File: src/rtl/lm_sm_sequencer_if.sv
`default_nettype none
// ============================================================================
// Module      : lm_sm_sequencer_if
// Description : Handshake bundle between the decode stage and the LM/SM
//               micro-op sequencer.
//               master : decode side. Drives start, is_store, reg_mask,
//                        base_addr and hold. Observes the sequencer status
//                        and the micro-op outputs.
//               slave  : sequencer side (lm_sm_sequencer).
// Revision    : 1.0 - initial release
// ============================================================================
interface lm_sm_sequencer_if;
    // Request from decode
    logic        start;       // valid LM/SM in decode
    logic        is_store;    // 1 = SM, 0 = LM
    logic [7:0]  reg_mask;    // bit i selects Ri
    logic [15:0] base_addr;   // RA contents, first data address
    logic        hold;        // downstream hazard stall

    // Sequencer status and micro-op stream
    logic        busy;
    logic        stall_fetch;
    logic        uop_valid;
    logic        uop_store;
    logic [2:0]  uop_reg;
    logic [15:0] uop_addr;
    logic        uop_last;
    logic        done;

    modport master (
        output start, is_store, reg_mask, base_addr, hold,
        input  busy, stall_fetch, uop_valid, uop_store, uop_reg,
               uop_addr, uop_last, done
    );

    modport slave (
        input  start, is_store, reg_mask, base_addr, hold,
        output busy, stall_fetch, uop_valid, uop_store, uop_reg,
               uop_addr, uop_last, done
    );
endinterface
`default_nettype wire

File: src/rtl/lm_sm_sequencer.sv
`default_nettype none
// ============================================================================
// Module      : lm_sm_sequencer
// Description : Expands one LM/SM instruction into a stream of single-register
//               load/store micro-ops, lowest selected register first, using
//               consecutive data addresses starting at the base address.
//               While micro-ops are in flight the fetch stage is stalled.
// Ports       : clk  - single clock, rising edge
//               rst  - synchronous active-high reset
//               bus  - lm_sm_sequencer_if.slave (request in, micro-ops out)
// Revision    : 1.0 - initial release
// ============================================================================
module lm_sm_sequencer (
    input  wire logic           clk,
    input  wire logic           rst,
    lm_sm_sequencer_if.slave    bus
);

    typedef enum logic [1:0] {
        ST_IDLE  = 2'd0,
        ST_ISSUE = 2'd1,
        ST_DONE  = 2'd2
    } state_t;

    state_t      r_state;
    state_t      w_state_nxt;
    logic [7:0]  r_mask_rem;
    logic [7:0]  w_mask_nxt;
    logic [15:0] r_addr;
    logic [15:0] w_addr_nxt;
    logic        r_store;
    logic        w_store_nxt;

    logic [2:0]  w_low_idx;
    logic        w_one_left;
    logic        w_uop_valid;

    // Lowest set bit of the remaining mask. Scanning downward lets the
    // lowest index overwrite any higher one.
    always_comb begin
        w_low_idx = 3'd0;
        for (int i = 7; i >= 0; i--) begin
            if (r_mask_rem[i]) begin
                w_low_idx = 3'(i);
            end
        end
    end

    // Exactly one bit left: nonzero and clearing the lowest bit leaves zero.
    assign w_one_left = (r_mask_rem != 8'd0) &&
                        ((r_mask_rem & (r_mask_rem - 8'd1)) == 8'd0);

    assign w_uop_valid = (r_state == ST_ISSUE) && !bus.hold;

    // Next-state and datapath update
    always_comb begin
        w_state_nxt = r_state;
        w_mask_nxt  = r_mask_rem;
        w_addr_nxt  = r_addr;
        w_store_nxt = r_store;
        case (r_state)
            ST_IDLE: begin
                if (bus.start) begin
                    if (bus.reg_mask != 8'd0) begin
                        w_mask_nxt  = bus.reg_mask;
                        w_addr_nxt  = bus.base_addr;
                        w_store_nxt = bus.is_store;
                        w_state_nxt = ST_ISSUE;
                    end else begin
                        // Empty mask: nothing to issue, just signal completion.
                        w_state_nxt = ST_DONE;
                    end
                end
            end
            ST_ISSUE: begin
                if (w_uop_valid) begin
                    // Clear the issued (lowest) bit; address wraps at 16 bits.
                    w_mask_nxt = r_mask_rem & (r_mask_rem - 8'd1);
                    w_addr_nxt = r_addr + 16'd1;
                    if (w_one_left) begin
                        w_state_nxt = ST_DONE;
                    end
                end
            end
            ST_DONE: begin
                w_state_nxt = ST_IDLE;
            end
            default: begin
                w_state_nxt = ST_IDLE;
            end
        endcase
    end

    always_ff @(posedge clk) begin
        if (rst) begin
            r_state    <= ST_IDLE;
            r_mask_rem <= 8'd0;
            r_addr     <= 16'd0;
            r_store    <= 1'b0;
        end else begin
            r_state    <= w_state_nxt;
            r_mask_rem <= w_mask_nxt;
            r_addr     <= w_addr_nxt;
            r_store    <= w_store_nxt;
        end
    end

    // Outputs. Stall is released in DONE so the next instruction advances,
    // and is suppressed while reset is asserted.
    assign bus.busy        = (r_state != ST_IDLE);
    assign bus.uop_valid   = w_uop_valid;
    assign bus.uop_last    = w_uop_valid && w_one_left;
    assign bus.uop_reg     = w_low_idx;
    assign bus.uop_addr    = r_addr;
    assign bus.uop_store   = r_store;
    assign bus.done        = (r_state == ST_DONE);
    assign bus.stall_fetch = !rst && ((r_state == ST_ISSUE) ||
                                      ((r_state == ST_IDLE) && bus.start));

endmodule
`default_nettype wire
File: src/flat_wrapper.sv
// flat-port wrapper written by rule: the top's interface ports become plain ports
module lm_sm_sequencer_flat 
  (clk, rst, bus_start, bus_is_store, bus_reg_mask, bus_base_addr, bus_hold, bus_busy, bus_stall_fetch, bus_uop_valid, bus_uop_store, bus_uop_reg, bus_uop_addr, bus_uop_last, bus_done);
  lm_sm_sequencer_if bus_i ();
  input  wire logic clk;
  input  wire logic rst;
  input wire logic [$bits(bus_i.start)-1:0] bus_start;
  input wire logic [$bits(bus_i.is_store)-1:0] bus_is_store;
  input wire logic [$bits(bus_i.reg_mask)-1:0] bus_reg_mask;
  input wire logic [$bits(bus_i.base_addr)-1:0] bus_base_addr;
  input wire logic [$bits(bus_i.hold)-1:0] bus_hold;
  output wire logic [$bits(bus_i.busy)-1:0] bus_busy;
  output wire logic [$bits(bus_i.stall_fetch)-1:0] bus_stall_fetch;
  output wire logic [$bits(bus_i.uop_valid)-1:0] bus_uop_valid;
  output wire logic [$bits(bus_i.uop_store)-1:0] bus_uop_store;
  output wire logic [$bits(bus_i.uop_reg)-1:0] bus_uop_reg;
  output wire logic [$bits(bus_i.uop_addr)-1:0] bus_uop_addr;
  output wire logic [$bits(bus_i.uop_last)-1:0] bus_uop_last;
  output wire logic [$bits(bus_i.done)-1:0] bus_done;
  assign bus_i.start = bus_start;
  assign bus_i.is_store = bus_is_store;
  assign bus_i.reg_mask = bus_reg_mask;
  assign bus_i.base_addr = bus_base_addr;
  assign bus_i.hold = bus_hold;
  assign bus_busy = bus_i.busy;
  assign bus_stall_fetch = bus_i.stall_fetch;
  assign bus_uop_valid = bus_i.uop_valid;
  assign bus_uop_store = bus_i.uop_store;
  assign bus_uop_reg = bus_i.uop_reg;
  assign bus_uop_addr = bus_i.uop_addr;
  assign bus_uop_last = bus_i.uop_last;
  assign bus_done = bus_i.done;
  lm_sm_sequencer u_core (.clk(clk), .rst(rst), .bus(bus_i));
endmodule
File: config.mk
export PLATFORM = sky130hd
export DESIGN_NAME = lm_sm_sequencer_flat
export DESIGN_NICKNAME = d
export VERILOG_FILES = /design/src/rtl/lm_sm_sequencer_if.sv /design/src/rtl/lm_sm_sequencer.sv /design/src/flat_wrapper.sv
export SDC_FILE = /design/constraint.sdc
export NUM_CORES = 1
export LEC_CHECK = 0
export ABC_CLOCK_PERIOD_IN_PS = 4000
export BUFFER_PORTS_ARGS = -buffer_cell sky130_fd_sc_hd__buf_2
export CORE_ASPECT_RATIO = 0.7
export CORE_MARGIN = 8
export CORE_UTILIZATION = 55
export DETAILED_ROUTE_END_ITERATION = 12
export PLACE_DENSITY = 0.86
export SLEW_MARGIN = 10
export SYNTH_ARGS = -nofsm -noshare
export SYNTH_HDL_FRONTEND = slang
export SYNTH_SLANG_ARGS = --single-unit
File: constraint.sdc
create_clock -name clk -period 4 [get_ports clk]
set_clock_uncertainty 0.1 [all_clocks]
set_input_delay 1 -clock clk [delete_from_list [all_inputs] [get_ports clk]]
set_output_delay 1 -clock clk [all_outputs]
set_load 0.03 [all_outputs]
==> summary.txt <==
Synth
  • Cell Area, Synth: about 0.0018 mm^2
  • Most instantiated library cell after synthesis: dfxtp_1
  • Synth cell types: 50
  • Synth async-reset ratio: 0%
  • Top cells by area, synth: dfxtp_1, a21oi_1, nand2_1, nor2_1, o21ai_0
  • Cell count after synthesis: around 230
  • Top post-synthesis cells by count: dfxtp_1, nand2_1, nor2_1
  • Ys flop type: dfxtp_1
  • Leading area contributor after synthesis: dfxtp_1
  • Number of synthesized flops with an enable pin: 0
  • FF+latch count, synth: 27
  • Yosys warning total: 0
  • Synth Net Count: about 260
  • Avg Synthesized Cell Area: 7.52 um^2
  • Yosys top cell area share: 30.8%
  • Sequential element share of the synthesized area: 30.8%

STA
  • Final period util: between 80% and 90%
  • Slew Limit Fails: 0
  • Slew HR: 58.6%
  • FMAX: 0.309 GHz
  • Setup TNS: 0 ns
  • Final Hold Viols: 0
  • WHS: 0.367 ns
  • Final setup viols: 0
  • Tmin final: 3.24 ns
  • Slew @ Worst Pin: just over 0.6 ns
  • RSZ-0062 raised after global routing: no

Die
  • Initial Util: between 50% and 60%
  • Die X: 83.5 um
  • # rows: 17
  • Core Box Area: 0.00311 mm^2
  • Boundary Pins: 54
  • Die area: 0.00528 mm^2
  • Die Height: 63.2 um

Route
  • DR WL/cell: 17.3 um
  • Antenna Nets Post-Route: 0
  • Initial DRC count: 310
  • Routed vias/inst: 6.48
  • Drt total wl: 5.51 mm
  • DRC viols: 0
  • Vias: roughly 2100
  • Drt pass-1 iters: 5

Clock tree
  • Max clock buf depth: 2
  • Worst skew pair latency: 0.29 ns
  • TritonCTS clock tree: yes
  • # hold bufs at CTS: 0
  • Sink Count: 27
  • CTS H-tree lvls: 1
  • Root Buffer Master: clkbuf_8
  • Clock transition at the registers of the reported paths: approximately 0.090 ns
  • Setup bufs post-CTS: 0
  • Cts bufs inserted: 3
  • Post-CTS sizing: 0

Min path
  • Hold path cells: 2
  • Worst min path class: flip-flop to flip-flop
  • Hold Path Origin: u_core.bus.uop_store
  • Hold Path End: u_core.bus.uop_store

Cells and area
  • Final std cells w/o fill: 319
  • Final core utilization: 67.1%
  • Nets@finish: 312
  • ANT cells: 0
  • Area delta synth->final: 18.9%
  • Layout cells sized above 1: between 20% and 30%

Placed design
  • Placed Cells: 315
  • IO Port Bufs: 53
  • GP Congestion: 0.872
  • Hpwl dp: 3.96 mm

Status
  • Outcome: completed

Worst setup path
  • CP max FO: 10
  • Critical path launch point type: input pin
  • Critical R2R Capture: u_core.bus.uop_addr[3]
  • RR Startpoint: u_core.r_state[0]
  • Reg2Reg Depth: 5
  • Worst EP required: 2.90 ns
  • Register-to-register setup slack: between 1.5 and 2 ns
  • Crit path arrival time: between 2 and 2.5 ns
  • CP Capture Type: output port
  • Setup CP Type: input pin to output port

GRT
  • Number of antenna violations at the first check in global routing: 0
  • First-pass GRT wire length: 9.09 mm
  • Vias in the first global route: 1861
  • Largest net degree at the start of global routing: 34
  • Gr ovfl total: 0
  • Total GRT Usage: 20.1%

Power
  • Leak: 0.873 nW
  • PwrDens: 441 mW/mm^2
  • Maximum VDD drop: between 0.2 and 0.25 mV
  • Total power: 919 uW

Run
  • Max Cap Viol: 0
## metrics by stage
step	worst slack (ns)	cell area, um^2
6_report	0.762	2080
5_1_grt	0.653	2080
4_1_cts	0.785	2080
3_5_place_dp	0.784	2040
3_3_place_gp	0.821	2040
2_1_floorplan	0.632	1750
## worst max-delay path by stage
| stage | start | to | cells past startpoint |
|---|---|---|---|
| finish | bus_hold | bus_uop_last | 6 |
| global route | u_core.r_mask_rem[0] | bus_uop_last | 5 |
| detailed placement | bus_hold | bus_uop_last | 6 |
| floorplan | bus_hold | bus_uop_last | 5 |
| CTS | bus_hold | bus_uop_last | 6 |
| global placement | bus_hold | bus_uop_last | 6 |
## worst max-delay path: stages
cell and delay, ns:
buf_2 0.11, or3b_1 0.36, inv_1 0.27, nand2_1 0.08, nor2_1 0.11, buf_2 0.21
## where the power goes
group | switching (mW) | internal, mW
logic | 0.254 | 0.140
registers | 0.0524 | 0.306
clock network | 0.0964 | 0.0711
total | 0.403 | 0.516
## routing by layer
layer	up-vias	global-route usage [%]	wire [um]
met3	4	6.16	628
met4	0	4.72	29
met5	-	0	0
met1	944	27.5	2400
li1	986	-	-
met2	134	29.9	2450
## cells in the final DEF, fill, tap and decap left out, types with 2 or more instances in the layout
cell type	count
a21oi_1	17
a221oi_1	3
a22oi_1	7
a31o_2	2
a31oi_1	5
a32o_1	3
and3_1	3
and4_1	2
buf_2	53
buf_4	6
clkbuf_8	3
dfxtp_1	27
inv_1	11
nand2_1	21
nand2b_1	2
nand3_1	10
nand4_1	4
nor2_1	21
nor2b_1	6
nor3_1	6
nor4_1	7
o21ai_0	14
o221a_2	3
o22ai_1	8
o2bb2ai_1	3
o31ai_1	2
o32ai_1	3
or2_2	2
or3_1	3
or3b_1	2
or4_1	2
or4_4	2
## cell type report
type	count	area [um^2]
clock buffer	3	41.3
clock inverter	1	7.51
fill	276	1020
inverter	12	45.0
multi-input combinational	179	1090
sequential	27	541
tap	38	47.5
timing repair buffer	59	310
## kinds of logic (layout without fill, tap and decap cells)
group	after synthesis	after routing	share of synthesized area, %
AO/OA/AOI/OAI	81	81	32.3
XOR/XNOR	1	1	0.500
adder cells (fa/ha/maj)	2	2	1.28
buffers and inverters	27	75	6.85
flip-flops	27	27	30.8
AND/OR/NAND/NOR	95	95	28.3
## flip-flops by register name (all words and copies together) (netlist names)
name                  flops
u_core.bus.uop_store      1
u_core.r_mask_rem         8
u_core.bus.uop_addr      16
u_core.r_state            2
No activity file was read; power rests on OpenSTA's default activity.
